`config.mk`:
```
export PLATFORM = sky130hd
export DESIGN_NAME = ham_rx_deserializer_flat
export DESIGN_NICKNAME = d
export VERILOG_FILES = /design/src/rtl/ham_rx_deserializer_if.sv /design/src/rtl/ham_rx_deserializer.sv /design/src/flat_wrapper.sv
export SDC_FILE = /design/constraint.sdc
export NUM_CORES = 1
export LEC_CHECK = 0
export ABC_AREA = 1
export BUFFER_PORTS_ARGS = -buffer_cell sky130_fd_sc_hd__buf_2
export CORE_UTILIZATION = 61
export DETAILED_ROUTE_END_ITERATION = 10
export GPL_ROUTABILITY_DRIVEN = 0
export PLACE_DENSITY = 0.91
export SYNTH_ARGS = -nofsm -noshare
export SYNTH_HDL_FRONTEND = slang
export SYNTH_SLANG_ARGS = --single-unit
```
`constraint.sdc`:
```
create_clock -name clock -period 4.8 [get_ports clock]
set_input_delay 0.24 -clock clock [delete_from_list [all_inputs] [get_ports clock]]
set_output_delay 0.24 -clock clock [all_outputs]
set_load 0.01 [all_outputs]
```
`src/rtl/ham_rx_deserializer_if.sv`:
```
// Serial codeword input and parallel message output bundle for ham_rx_deserializer.
// master drives bits and msg_ready; slave is the deserializer.
interface ham_rx_deserializer_if;
    logic       bit_in;
    logic       bit_valid;
    logic       frame_start;
    logic [6:0] message;
    logic       msg_valid;
    logic       msg_ready;
    logic       overflow;
    logic       frame_abort;

    modport master (
        output bit_in, bit_valid, frame_start, msg_ready,
        input  message, msg_valid, overflow, frame_abort
    );

    modport slave (
        input  bit_in, bit_valid, frame_start, msg_ready,
        output message, msg_valid, overflow, frame_abort
    );
endinterface

```
`src/rtl/ham_rx_deserializer.sv`:
```
// Collects 7-bit Hamming codewords from a serial stream into a 2-entry output FIFO.
// Define HAM_RX_DROP_CNT_EN to add a saturating drop_cnt output (dropped words + aborts).
module ham_rx_deserializer (
    input  logic                        clock,
    input  logic                        reset_L,
    ham_rx_deserializer_if.slave        bus
`ifdef HAM_RX_DROP_CNT_EN
    ,
    output logic [7:0]                  drop_cnt
`endif
);

    typedef enum logic [0:0] {StIdle, StShift} state_e;

    state_e     state_q, state_d;
    logic [2:0] cnt_q, cnt_d;
    logic [6:0] shreg_q, shreg_d;
    logic       abort_q, abort_d;
    logic       push;
    logic [6:0] push_word;

    logic [6:0] mem_q [2];
    logic       wr_ptr_q, rd_ptr_q;
    logic [1:0] occ_q, occ_d;
    logic       overflow_q;
    logic       pop, push_ok, drop;

    always_comb begin
        state_d   = state_q;
        cnt_d     = cnt_q;
        shreg_d   = shreg_q;
        abort_d   = 1'b0;
        push      = 1'b0;
        push_word = shreg_q;
        unique case (state_q)
            StIdle: begin
                if (bus.bit_valid && bus.frame_start) begin
                    shreg_d    = 7'b0;
                    shreg_d[0] = bus.bit_in;
                    cnt_d      = 3'd1;
                    state_d    = StShift;
                end
            end
            StShift: begin
                if (bus.bit_valid) begin
                    if (bus.frame_start) begin
                        shreg_d    = 7'b0;
                        shreg_d[0] = bus.bit_in;
                        cnt_d      = 3'd1;
                        abort_d    = 1'b1;
                    end else if (cnt_q == 3'd6) begin
                        // Seventh bit goes straight into the FIFO on this edge.
                        push_word[6] = bus.bit_in;
                        push         = 1'b1;
                        cnt_d        = 3'd0;
                        state_d      = StIdle;
                    end else begin
                        shreg_d[cnt_q] = bus.bit_in;
                        cnt_d          = cnt_q + 3'd1;
                    end
                end
            end
            default: state_d = StIdle;
        endcase
    end

    always_comb begin
        pop     = (occ_q != 2'd0) && bus.msg_ready;
        push_ok = push && ((occ_q != 2'd2) || pop);
        drop    = push && (occ_q == 2'd2) && !pop;
        occ_d   = occ_q + {1'b0, push_ok} - {1'b0, pop};
    end

    always_ff @(posedge clock) begin
        if (!reset_L) begin
            state_q    <= StIdle;
            cnt_q      <= 3'd0;
            shreg_q    <= 7'b0;
            abort_q    <= 1'b0;
            mem_q[0]   <= 7'b0;
            mem_q[1]   <= 7'b0;
            wr_ptr_q   <= 1'b0;
            rd_ptr_q   <= 1'b0;
            occ_q      <= 2'd0;
            overflow_q <= 1'b0;
        end else begin
            state_q <= state_d;
            cnt_q   <= cnt_d;
            shreg_q <= shreg_d;
            abort_q <= abort_d;
            occ_q   <= occ_d;
            if (push_ok) begin
                mem_q[wr_ptr_q] <= push_word;
                wr_ptr_q        <= ~wr_ptr_q;
            end
            if (pop) begin
                rd_ptr_q <= ~rd_ptr_q;
            end
            if (drop) begin
                overflow_q <= 1'b1;
            end
        end
    end

    assign bus.message     = mem_q[rd_ptr_q];
    assign bus.msg_valid   = (occ_q != 2'd0);
    assign bus.overflow    = overflow_q;
    assign bus.frame_abort = abort_q;

`ifdef HAM_RX_DROP_CNT_EN
    logic [7:0] drop_cnt_q;

    always_ff @(posedge clock) begin
        if (!reset_L) begin
            drop_cnt_q <= 8'd0;
        end else if ((drop || abort_d) && (drop_cnt_q != 8'hFF)) begin
            drop_cnt_q <= drop_cnt_q + 8'd1;
        end
    end

    assign drop_cnt = drop_cnt_q;
`endif

endmodule

```
`src/flat_wrapper.sv`:
```
// flat-port wrapper written by rule: the top's interface ports become plain ports
module ham_rx_deserializer_flat 
  (clock, reset_L, bus_bit_in, bus_bit_valid, bus_frame_start, bus_msg_ready, bus_message, bus_msg_valid, bus_overflow, bus_frame_abort);
  ham_rx_deserializer_if bus_i ();
  input  logic clock;
  input  logic reset_L;
  input wire logic [$bits(bus_i.bit_in)-1:0] bus_bit_in;
  input wire logic [$bits(bus_i.bit_valid)-1:0] bus_bit_valid;
  input wire logic [$bits(bus_i.frame_start)-1:0] bus_frame_start;
  input wire logic [$bits(bus_i.msg_ready)-1:0] bus_msg_ready;
  output wire logic [$bits(bus_i.message)-1:0] bus_message;
  output wire logic [$bits(bus_i.msg_valid)-1:0] bus_msg_valid;
  output wire logic [$bits(bus_i.overflow)-1:0] bus_overflow;
  output wire logic [$bits(bus_i.frame_abort)-1:0] bus_frame_abort;
  assign bus_i.bit_in = bus_bit_in;
  assign bus_i.bit_valid = bus_bit_valid;
  assign bus_i.frame_start = bus_frame_start;
  assign bus_i.msg_ready = bus_msg_ready;
  assign bus_message = bus_i.message;
  assign bus_msg_valid = bus_i.msg_valid;
  assign bus_overflow = bus_i.overflow;
  assign bus_frame_abort = bus_i.frame_abort;
  ham_rx_deserializer u_core (.clock(clock), .reset_L(reset_L), .bus(bus_i));
endmodule
```
# Yosys cells after proc, flatten, opt, wreduce, memory -nomap -nowiden
# Memory sizes are Yosys's and may differ from the RTL's. A register that Yosys moved wholly into a read port is not among the register bits.
# Cells that the tools add are included.
dict set report word_totals {
  regBits 17
  ram_bits 14
  inputBits 6
  output_inout_bits 10
  wordCells 72
  mem_count 1
}
dict set report classes {
  add_sub_neg 3
  magnitude_cmp 2
  n_eq_ne 6
  mux 36
  bitwise 3
  reduce_logical 13
}
# memory depth word_bits rd rd_clocked_by_memory_dff wr line
set mem_list {}
lappend mem_list {u_core.mem_q 2 7 1 1 2 ham_rx_deserializer.sv:22} ;# logic [6:0] mem_q [2];
# op count
set op_table {}
lappend op_table {{7-bit two-way mux} 5}
lappend op_table {{1-bit two-way mux} 22}
lappend op_table {{7-bit one-hot mux with 2 select lines} 1}
lappend op_table {{3-bit two-way mux} 4}
lappend op_table {{7-bit bitwise mux} 1}
lappend op_table {{7-bit OR reduction} 1}
lappend op_table {{1-bit logical AND} 6}
lappend op_table {{3-bit one-hot mux with 2 select lines} 1}
lappend op_table {{3-bit AND reduction} 2}
lappend op_table {{3-bit by 4-bit less-than comparator with 1-bit output (second input constant)} 1}
lappend op_table {{2-bit != test (second input constant)} 2}
lappend op_table {{3-bit by 1-bit adder with 3-bit output (second input constant)} 1}
lappend op_table {{1-bit demux with 3-bit select} 1}
lappend op_table {{3-bit == test (second input constant)} 1}
lappend op_table {{3-bit by 1-bit >= comparator with 1-bit output (second input constant)} 1}
lappend op_table {{3-bit != test (second input constant)} 1}
lappend op_table {{1-bit inverter} 3}
lappend op_table {{2-bit by 1-bit adder with 2-bit output} 1}
lappend op_table {{2-bit == test (second input constant)} 1}
lappend op_table {{2-bit by 1-bit != test with 1-bit output (second input constant)} 1}
lappend op_table {{1-bit one-hot mux with 2 select lines} 1}
lappend op_table {{2-bit AND reduction} 1}
lappend op_table {{2-bit nonzero test} 1}
lappend op_table {{2-bit by 1-bit subtractor with 2-bit output} 1}
lappend op_table {{other kinds (2)} 2}

# Logic depth before layout (Yosys ltp)
dict set report depth {
  word_depth 11
  ltp_mapped 10
  mapped_depth_nobuf 10
}

# Worst setup path after synthesis
# No wires, ideal clock.
dict set report synth_path {
  kind {register to register}
  start {register u_core.cnt_q[1]}
  end {memory u_core.mem_q[0][0], enable pin}
  setup_time_ps 368
  arrival_ps 1191
  required_ps 4432
  path_slack_ps 3242
  stages_incl_launch_ff 6
  n_path_buf 1
  synth_period_minus_slack_ps 1558
  cell_sequence {dfxtp_1 -> buf_2 -> nand3_4 -> nor2_8 -> nand2_4 -> o21ai_1}
}
# element line
set synth_rtl {}
lappend synth_rtl {{start, declared} ham_rx_deserializer.sv:16} ;# logic [2:0] cnt_q, cnt_d;
lappend synth_rtl {{start signal, assigned} ham_rx_deserializer.sv:88} ;# cnt_q <= cnt_d;
lappend synth_rtl {{end, declared} ham_rx_deserializer.sv:22}

==> impl_results.md <==
* Outcome: complete, no violations
* Share of layout cells above drive strength 1 at 23.3%
* Clk pin slew, worst setup/hold paths at 100 ps
* Max cap viols at 0
* Wire length of the first global-routing pass at 4560 µm
* Most frequently used cell type in the post-synthesis netlist: sky130_fd_sc_hd__nand2_1
* Vias in the first global route at 1147
* Die boundary width at 51.6 µm
* Post-cts gate resize count at 0
* Hold violation count in the final report at 0
* Detailed placer's ending HPWL at 2050 µm
* Synthesis Warnings at 0
* Category of the critical setup timing path: reg -> reg
* Leading post-synthesis cells by instance count: sky130_fd_sc_hd__nand2_1, sky130_fd_sc_hd__inv_1, sky130_fd_sc_hd__nor2_1
* Filler-free cell count of the finished design at 217
* Flip-flop cell with the highest count after synthesis: sky130_fd_sc_hd__dfxtp_1
* Starting density of the core at 66.5%
* Worst Path Required at 4780 ps
* Cell area after placement at 0.00159 mm²
* DRC viols at 0
* Kind of end point of the critical path: register
* Number of H-tree levels at 2
* R2R depth at 4
* DIE AREA at 0.00266 mm²
* CTS tree: yes
* Worst-path fanout max at 7
* VDD IR max at 0.000217 V
* Post-synthesis async set-or-reset flop share at 0%
* EDFF count, synth at 14
* Share of synthesized area occupied by flip-flops and latches at 52.0%
* Worst hold-check slack at 177 ps
* Port-buffer cells at 15
* Total Routed Length at 2700 µm
* Class of the most critical hold timing path: in -> reg
* Setup tns final at 0 ps
* Nets at 195
* Max Clock Skew at 7.72 ps
* Area added between synthesis and finish at 9.67%
* Setup Fix Bufs, Post-CTS at 0
* Clock tree buffer depth at 2
* Number of antenna violations at the first check in global routing at 0
* Period utilization at 37.2%
* Final ANT Viol Nets at 0
* Total via count after detailed routing at 1181
* Die height at 51.6 µm
* Library cell used as clock root buffer: sky130_fd_sc_hd__clkbuf_4
* Synth top area share at 28.0%
* Clock sink count at 32
* GR Util All Layers at 24.2%
* Worst setup SP type: register
* Data arrival, critical path at 1760 ps
* Period minus WS final at 1790 ps
* Setup violation total in the final timing report at 0
* Synth Register Bits at 32
* Final standard cell area without fillers at 0.00165 mm²
* Setup repair after global routing missed its margin: false
* Worst-margin pin slew at 600 ps
* GRT overflow at 0
* Mean cell area of the mapped netlist at 8.82 µm²
* Placed cell count at 209
* Number of distinct standard cells referenced by the synthesized netlist at 24
* Number of rows in the core area at 17
* Synth area leader: sky130_fd_sc_hd__edfxtp_1
* Pwr per Cell Area at 307 mW/mm²
* I/O pin count at 16
* Iteration-0 DRC Markers at 39
* Num CTS Buffers at 5
* Avg Vias per Cell at 5.44
* Relative max-transition margin at 59.7%
* Hold Path Stages at 3
* Peak clock frequency supported by timing at 560 MHz
* Clock latency of the later-clocked register in the worst-skew pair at 340 ps
* Detailed-routing iteration count for the pre-antenna-repair pass at 5
* Pin count of the biggest net entering global routing at 15
* Area of the mapped netlist at 0.00150 mm²
* Routed length per instance at 12.4 µm
* Leak pwr at 0.719 nW
* Synthesized netlist net count at 177
* Post-CTS Hold Buffers at 0
* Fillers at 179
* Ant diodes at 0
* Placeable Area at 0.00225 mm²
* Biggest area contributors in the synthesized netlist: sky130_fd_sc_hd__edfxtp_1, sky130_fd_sc_hd__dfxtp_1, sky130_fd_sc_hd__nand2_1
* Final count of pins violating max slew at 0
* Cells after synthesis at 170
-- registers in the layout, indices dropped and copies added (netlist names), 2 cells and up, named ones only --
name and cells:
u_core.cnt_q 3, u_core.mem_q 14, u_core.occ_q 2, u_core.shreg_q 7
-- through the flow --
step | utilization, % | setup WS (ps) | total power [mW]
final | 73.0 | 3010 | 0.505
after global routing | 73.0 | 2920 | 0.524
after CTS | 73.0 | 3030 | 0.509
after detailed placement | 70.7 | 3050 | 0.369
after global placement | 70.7 | 3140 | 0.364
after floorplan | - | 3240 | 0.350
-- per-layer routing --
metal	up-vias	track usage, %	wire length [µm]
met4	0	16.7	123
li1	597	-	-
met3	15	7.02	171
met2	54	43.5	1340
met1	515	23.6	1070
met5	-	0	0
-- critical path, cell delays in order (launching register included) --
cell and delay, ps:
sky130_fd_sc_hd__dfxtp_1 520, sky130_fd_sc_hd__nand3_4 150, sky130_fd_sc_hd__nor2_8 180, sky130_fd_sc_hd__nand2_4 80
sky130_fd_sc_hd__o21ai_1 490
-- final timing paths --
path / start / to / slack [ps]
worst max-delay path: u_core.cnt_q[2]$_SDFFE_PN0P_ / u_core.mem_q[0][2]$_SDFFCE_PN0P_ / 3010
worst min-delay path: bus_bit_in / u_core.shreg_q[0]$_SDFFE_PN0P_ / 180
worst max register to register: u_core.cnt_q[2]$_SDFFE_PN0P_ / u_core.mem_q[0][2]$_SDFFCE_PN0P_ / 3010
worst min register to register: u_core.shreg_q[6]$_SDFFE_PN0P_ / u_core.shreg_q[6]$_SDFFE_PN0P_ / 440
-- where the power goes --
| group | leakage, nW | internal (mW) | total, mW | switching (mW) |
|---|---|---|---|---|
| registers | 0.290 | 0.295 | 0.302 | 0.00695 |
| logic | 0.397 | 0.0226 | 0.0611 | 0.0385 |
| clock network | 0.0324 | 0.0536 | 0.142 | 0.0886 |
-- cell families (layout without fill, tap and decap cells) --
| group | Yosys count | after routing | synth area share [%] |
|---|---|---|---|
| compound gates | 20 | 20 | 6.84 |
| flops | 32 | 32 | 52.0 |
| simple gates | 81 | 81 | 27.7 |
| fa+ha+maj | 1 | 1 | 0.834 |
| mux | 7 | 7 | 5.25 |
| buf+inv | 29 | 48 | 7.34 |
-- cell type report --
| class | instances | area (µm²) | area share [%] |
|---|---|---|---|
| multi-input cells | 109 | 609 | 37.0 |
| clock inverters | 3 | 13.8 | 0.837 |
| inverters | 25 | 93.8 | 5.70 |
| well taps | 28 | 35.0 | 2.13 |
| repair buffers | 15 | 75.1 | 4.56 |
| flip-flops and latches | 32 | 781 | 47.5 |
| clock buffers | 5 | 37.5 | 2.28 |
-- layout by cell type, fill, tap and decap left out --
cell type,count
sky130_fd_sc_hd__nand4_2,1
sky130_fd_sc_hd__edfxtp_1,14
sky130_fd_sc_hd__nand4_1,2
sky130_fd_sc_hd__nand3_1,13
sky130_fd_sc_hd__a21oi_1,13
sky130_fd_sc_hd__nor2_4,1
sky130_fd_sc_hd__o21ai_1,1
sky130_fd_sc_hd__nor2_8,1
sky130_fd_sc_hd__clkbuf_4,5
sky130_fd_sc_hd__clkinv_2,2
sky130_fd_sc_hd__o21ai_0,5
sky130_fd_sc_hd__nand3_2,1
sky130_fd_sc_hd__a211oi_1,1
sky130_fd_sc_hd__nor2_2,7
sky130_fd_sc_hd__mux2_2,7
sky130_fd_sc_hd__dfxtp_1,18
sky130_fd_sc_hd__nor3_1,4
sky130_fd_sc_hd__nand2_1,25
sky130_fd_sc_hd__ha_1,1
sky130_fd_sc_hd__inv_1,24
sky130_fd_sc_hd__nand2_4,2
sky130_fd_sc_hd__nor2_1,23
sky130_fd_sc_hd__inv_2,1
sky130_fd_sc_hd__buf_2,15
sky130_fd_sc_hd__clkinv_1,1
sky130_fd_sc_hd__nand3_4,1
No activity file was read; power rests on OpenSTA's default activity.
